`config.mk`:
```
export PLATFORM = sky130hd
export DESIGN_NAME = nback_prbs_gen
export DESIGN_NICKNAME = d
export VERILOG_FILES = /design/src/rtl/nback_prbs_gen.sv
export SDC_FILE = /design/constraint.sdc
export NUM_CORES = 1
export LEC_CHECK = 0
export BUFFER_PORTS_ARGS = -buffer_cell sky130_fd_sc_hd__buf_2
export CORE_MARGIN = 4
export CORE_UTILIZATION = 55
export DETAILED_ROUTE_END_ITERATION = 7
export PLACE_DENSITY_LB_ADDON = 0.15
export SYNTH_ARGS = -nofsm -noshare
export SYNTH_HDL_FRONTEND = slang
export SYNTH_SLANG_ARGS = --single-unit
```
`constraint.sdc`:
```
create_clock -name clk_i -period 2.6 [get_ports clk_i]
set_input_delay 0 -clock clk_i [delete_from_list [all_inputs] [get_ports clk_i]]
set_output_delay 0 -clock clk_i [all_outputs]
set_load 0.05 [all_outputs]
```
`src/rtl/nback_prbs_gen.sv`:
```
// Purpose : pseudo-random bit source for the n-back game (LFSR with warm-up,
//           entropy reseed and all-zero lock-up recovery).
// Latency : zero; the current bit is shown before ack, and ack consumes it on the clock edge.
// Backpr. : a bit is held (the LFSR does not advance) until prbs_ack_i is seen while valid.
//
// Ports:
//   clk_i          clock
//   a_rst_i        asynchronous active-high reset; release is expected to be
//                  synchronous to clk_i, which upstream reset logic provides
//   seed_stb_i     one-cycle strobe: reseed from the free-running entropy counter
//   prbs_o         current random bit, forced to 0 while prbs_valid_o is low
//   prbs_valid_o   prbs_o carries a usable bit
//   prbs_ack_i     consumer takes prbs_o this cycle
//   consumed_cnt_o number of accepted acks, wraps silently
//   lockup_o       one-cycle pulse after an all-zero LFSR was detected and recovered

module nback_prbs_gen #(
  parameter int unsigned PRBS_W = 15,
  parameter int unsigned SEED   = 1,
  parameter int unsigned CNT_W  = 16
) (
  input  logic             clk_i,
  input  logic             a_rst_i,
  input  logic             seed_stb_i,
  output logic             prbs_o,
  output logic             prbs_valid_o,
  input  logic             prbs_ack_i,
  output logic [CNT_W-1:0] consumed_cnt_o,
  output logic             lockup_o
);

  // Second feedback tap (1-based); the first tap is always the MSB.
  localparam int unsigned TAP_B = (PRBS_W == 7)  ? 6  :
                                  (PRBS_W == 9)  ? 5  :
                                  (PRBS_W == 15) ? 14 :
                                  (PRBS_W == 23) ? 18 : 28;

  localparam int unsigned       WARM_W    = $clog2(PRBS_W);
  localparam logic [WARM_W-1:0] WARM_LAST = WARM_W'(PRBS_W - 1);
  localparam logic [PRBS_W-1:0] SEED_V    = PRBS_W'(SEED);

  if (!(PRBS_W == 7 || PRBS_W == 9 || PRBS_W == 15 || PRBS_W == 23 || PRBS_W == 31))
  begin : g_bad_width
    $error("nback_prbs_gen: PRBS_W must be one of 7, 9, 15, 23, 31");
  end

  if (SEED_V == '0) begin : g_bad_seed
    $error("nback_prbs_gen: SEED must be non-zero in its PRBS_W low bits");
  end

  typedef enum logic {
    WARMUP_S = 1'b0,
    READY_S  = 1'b1
  } state_t;

  state_t             state_q, state_d;
  logic [PRBS_W-1:0]  lfsr, lfsr_d;
  logic [PRBS_W-1:0]  ent_cnt;
  logic [WARM_W-1:0]  warm_cnt, warm_d;
  logic [CNT_W-1:0]   cnt_q, cnt_d;
  logic               lockup_q, lockup_d;

  logic               fb;
  logic [PRBS_W-1:0]  lfsr_shift;
  logic [PRBS_W-1:0]  reseed_val;
  logic               lfsr_zero;

  assign fb         = lfsr[PRBS_W-1] ^ lfsr[TAP_B-1];
  assign lfsr_shift = {lfsr[PRBS_W-2:0], fb};
  // An entropy value of zero would load the lock-up state, so it maps to SEED.
  assign reseed_val = (ent_cnt == '0) ? SEED_V : ent_cnt;
  assign lfsr_zero  = (lfsr == '0);

  // Entropy source: free-running, deliberately unaffected by reseeding so that
  // the seed depends on when the user presses the button.
  always_ff @(posedge clk_i or posedge a_rst_i) begin
    if (a_rst_i) begin
      ent_cnt <= '0;
    end else begin
      ent_cnt <= ent_cnt + PRBS_W'(1);
    end
  end

  always_ff @(posedge clk_i or posedge a_rst_i) begin
    if (a_rst_i) begin
      state_q  <= WARMUP_S;
      lfsr     <= SEED_V;
      warm_cnt <= '0;
      cnt_q    <= '0;
      lockup_q <= 1'b0;
    end else begin
      state_q  <= state_d;
      lfsr     <= lfsr_d;
      warm_cnt <= warm_d;
      cnt_q    <= cnt_d;
      lockup_q <= lockup_d;
    end
  end

  // Priority: lock-up recovery, then reseed, then normal warm-up / consume.
  always_comb begin
    state_d  = state_q;
    lfsr_d   = lfsr;
    warm_d   = warm_cnt;
    cnt_d    = cnt_q;
    lockup_d = 1'b0;

    if (lfsr_zero) begin
      // Ack and strobe in this cycle are dropped on purpose.
      lfsr_d   = SEED_V;
      state_d  = WARMUP_S;
      warm_d   = '0;
      lockup_d = 1'b1;
    end else if (seed_stb_i) begin
      // The bit shown this cycle still counts if it was acked; the reload
      // replaces the shift it would otherwise have caused.
      lfsr_d  = reseed_val;
      state_d = WARMUP_S;
      warm_d  = '0;
      if (state_q == READY_S && prbs_ack_i) begin
        cnt_d = cnt_q + CNT_W'(1);
      end
    end else begin
      unique case (state_q)
        WARMUP_S: begin
          lfsr_d = lfsr_shift;
          warm_d = warm_cnt + WARM_W'(1);
          if (warm_cnt == WARM_LAST) begin
            state_d = READY_S;
            warm_d  = '0;
          end
        end
        READY_S: begin
          if (prbs_ack_i) begin
            lfsr_d = lfsr_shift;
            cnt_d  = cnt_q + CNT_W'(1);
          end
        end
        default: begin
          state_d = WARMUP_S;
        end
      endcase
    end
  end

  assign prbs_valid_o   = (state_q == READY_S);
  assign prbs_o         = prbs_valid_o & lfsr[PRBS_W-1];
  assign consumed_cnt_o = cnt_q;
  assign lockup_o       = lockup_q;

endmodule

```
; After elaboration in Yosys (flattened, before gate mapping)
; Cells that the tools add are included.
[totals]
regBits = 52
inputBits = 4
output_inout_bits = 19
word_cells = 41
[op_classes]
addsub = 3
eq_ne = 4
mux = 18
bitwise_logic = 4
n_reduce_logical = 6
[ops]
columns = cell, count
row1 = 16-bit two-way mux, 4
row2 = 15-bit two-way mux, 4
row3 = 15-bit zero test, 2
row4 = 15-bit one-hot mux with 2 select lines, 1
row5 = "16-bit by 1-bit adder with 16-bit output, second input constant", 1
row6 = 4-bit two-way mux, 4
row7 = "15-bit by 1-bit adder with 15-bit output, second input constant", 1
row8 = 1-bit two-way mux, 5
row9 = "4-bit by 1-bit adder with 4-bit output, second input constant", 1
row10 = "4-bit equality test, second input constant", 1
row11 = "4-bit by 3-bit inequality test with 1-bit output, second input constant", 1
row12 = 4-bit AND reduction, 1
row13 = 2-bit nonzero test, 2
row14 = "3-bit by 2-bit inequality test with 1-bit output, second input constant", 1
row15 = "2-bit by 1-bit inequality test with 1-bit output, second input constant", 1
row16 = 1-bit inverter, 2
row17 = 1-bit bitwise AND, 1
row18 = 1-bit logical AND, 1
row19 = 1-bit bitwise XOR, 1

; Longest topological paths before layout
[logic_depth]
depth_word = 5
ltp_mapped = 7
depth_no_buf = 6

; Worst setup path after synthesis
; Ideal clock, no wire load.
[synth_timing]
path_type = flip-flop to flip-flop
from = reg state_q (netlist: prbs_valid_o)
to = reg lfsr[14]
arrival_time_ns = 1.651
required_ns = 2.481
setup_slack_ns = 0.830
path_stages_with_launch = 8
period_less_slack_ns = 1.770
cell_sequence = dfrtp_1 > buf_6 > nor2b_4 > buf_6 > buf_8 > mux2_4 > mux2i_1 > nor2_1
[synth_between]
elab_chain_len = 4
elab_cells_between_ends = 5
classes_between = 1 x eq/ne / 3 x mux / 1 x bitwise
[synth_rtl]
columns = item, line
row1 = from (decl), 56  ; state_t state_q, state_d;
row2 = from (signal assigned), 92  ; state_q <= state_d;
row3 = 1-bit inverter, -
row4 = 15-bit one-hot mux with 2 select lines, 124  ; unique case (state_q)
row5 = 15-bit two-way mux, 114  ; end else if (seed_stb_i) begin
row6 = 15-bit two-way mux, 108  ; if (lfsr_zero) begin
row7 = to (signal assigned), 93  ; lfsr <= lfsr_d;
row8 = to (decl), 57  ; logic [PRBS_W-1:0] lfsr, lfsr_d;
; Several ways; a longest one is shown, not always the timed one.
; A chain may end at the register's enable or synchronous reset.

; Worst setup path in the final report
[layout_timing]
from = reg state_q (netlist: prbs_valid_o)
to = reg lfsr[13]
; The elaborated chain is that of the path after synthesis.

==> run metrics <==
run status=completed; initial antenna violation count=0; via/cell ratio=5.61; prevailing post-synth register cell=dfrtp_1; R2R setup slack=0.83 ns; CTS tree=done; capture point of the worst reg-to-reg path=lfsr[13]; synthesized instance count=225; GRT met2 Usage=26.6%; max_cap viols=0; endpoint class of the critical path=flop; Die Ht=77.4 um; crit path launch=prbs_valid_o; Fmax=0.566 GHz; Setup crit end=lfsr[13]; Yosys reg bits=52; Non-Filler Instances=303; pin count of the biggest net entering global routing=24; count of cell types in the netlist=38; RSZ-0062 raised after global routing=false; clock root cell=clkbuf_8; DRC Markers=0; hold depth=4; DR iter-0 viols=160; Max FO, Critical Path=15; first-pass GRT wire length=8340 um; final hold vios=0; post-route ant nets=0; drt total wl=4760 um; via count=1,701; Tot GR Track Use=17.5%; die area=0.00600 mm^2; Slew @ Worst Pin=0.523 ns; Layout Nets=257; Rows=25; Antenna Cells=0; H-tree Lvls=2; Cell Area, Synth=0.00265 mm^2; Area Growth Syn to Fin=8.21%; Critical Path Source Type=flop; num ports=23; CTS Buf Count=5; Remaining Overflow, GRT=0; Yosys top cell area share=48.1%; post-synthesis sequential area ratio=49.1%; Num Clock Sinks=52; Post-synth EDFFs=0; Post-synth top cells=dfrtp_1, xnor2_1, nor2_1; starting density of the core=56.5%; Post-Route Setup TNS=0 ns; vias in the first global route=1,685; Worst path slowest cell=nor2b_4; worst hold-check path type=input pin to flop; WL/cell=15.7 um; Post-CTS Setup Inserts=0; Mapped Avg Cell Area=11.8 um^2; kind of critical path=flop to flop; placed insts=294; Worst EP arrival=1.97 ns; global placement routability congestion=0.779; FF-to-FF Start=prbs_valid_o; Rel. slew slack=65.1%; fin crit share=67.9%; GR met1 Demand/Resource=24.3%; Worst Path Required=2.80 ns; Max clock buf depth=2; leakage power=1.41 nW; Clk Latency, worst-skew pair=0.31 ns; worst vdd ir=0.000329 V; GRT Max-Usage Layer=met2; max-slew violations=0; Core Footprint=0.00469 mm^2; Overall Power=0.00138 W; crit path time final=1.77 ns; Port Buf Inserts=22; top-count cell post-synth=dfrtp_1; synth warn=0; Post-synth ARST share=100%; clock-pin slew on the worst setup and hold paths=0.09 ns; met3 Track Usage GR=4.18%; R2R depth=4; Area contributors post-synth=dfrtp_1, xnor2_1, mux2i_1; crit-path max cell delay=0.54 ns; Die Wd=77.4 um; Post-Route Skew=0.00684 ns; Pre-Repair DR Iteration Count=4; cells along the critical path=nor2b_4, mux2_2, mux2i_1, nor2_1; PwrDens=481 mW/mm^2; share of cells above drive strength 1=22.1%; final setup fails=0; DP HPWL=3390 um; Yosys top cell by area=dfrtp_1; Synthesized Nets=234
## final cells by class
class                   count  area, um^2
clock buffers               6        82.6
clock inverters             2        10.0
fillers                   379        1820
inverters                   6        23.8
multi-input cells         158        1250
flip-flops and latches     52        1300
well taps                  54        67.6
repair buffers             25         135
## power breakdown
part / leakage (nW) / total (W) / internal [W] / switching, W
clock: 0.0510 / 0.000471 / 0.000213 / 0.000258
combinational: 0.664 / 0.0000758 / 0.0000338 / 0.0000421
sequential: 0.692 / 0.000835 / 0.000820 / 0.0000156
total: 1.41 / 0.00138 / 0.00107 / 0.000316
## sequential cells by signal, indices dropped and copies added, names as in the netlist
register        cells
consumed_cnt_o     16
ent_cnt            15
lfsr               15
warm_cnt            4
lockup_o            1
prbs_valid_o        1
## metal layers
metal	up-vias	share of wire, %
li1	838	-
met1	834	48
met2	19	47
met3	10	2.8
met4	0	1.8
met5	-	0
## critical path: cells and delay by family, from the launching register on
kind | cells | cell delay [ns]
DFF | 1 | 0.53
and+or+nand+nor | 2 | 0.59
muxes | 2 | 0.53
## worst min path at each step
stage                     startpoint                  to
after detailed placement     a_rst_i  consumed_cnt_o[15]
after global routing      prbs_ack_i   consumed_cnt_o[0]
after CTS                 prbs_ack_i   consumed_cnt_o[0]
after global placement       a_rst_i         warm_cnt[1]
final                     prbs_ack_i   consumed_cnt_o[0]
after floorplan           prbs_ack_i  consumed_cnt_o[12]
## what timing repair did
item,in CTS,in global routing
hold endpoints to repair,21,0
resized for setup,0,0
hold buffers,1,0
## logic make-up (layout without fill, tap and decap cells)
logic type / after synthesis / count (layout) / share of synthesized area (%)
buffers and inverters: 15 / 39 / 3.82
XOR/XNOR: 29 / 29 / 9.58
AO/OA/AOI/OAI: 12 / 12 / 3.49
multiplexers: 30 / 30 / 13.1
adder cells (fa/ha/maj): 5 / 5 / 2.36
AND/OR/NAND/NOR: 82 / 82 / 18.5
flip-flops: 52 / 52 / 49.1
## layout by cell type (no fill, tap or decap), types with 3 or more instances in the layout
cell type / count
dfrtp_1: 51
xnor2_1: 23
buf_2: 22
nor2_1: 20
mux2i_1: 16
nand2_1: 12
nand3_1: 10
nand4_1: 9
mux2_4: 8
and3_1: 8
xor2_1: 6
and4_1: 6
mux2_2: 6
clkbuf_8: 6
ha_1: 5
inv_1: 4
a21oi_1: 4
nor4_4: 3
clkinv_2: 3
o21ai_0: 3
## per-stage QoR
stage	utilization, %	setup slack [ns]	hold WS (ns)	instance area, um^2
after global placement	59.0	0.909	0.0415	2770
after global routing	61.2	0.718	0.228	2870
after detailed placement	59.0	0.821	0.0442	2770
after floorplan	-	0.830	0.335	2650
after CTS	61.2	0.811	0.198	2870
final	61.2	0.834	0.207	2870
Power figures use the tool's default switching activity.
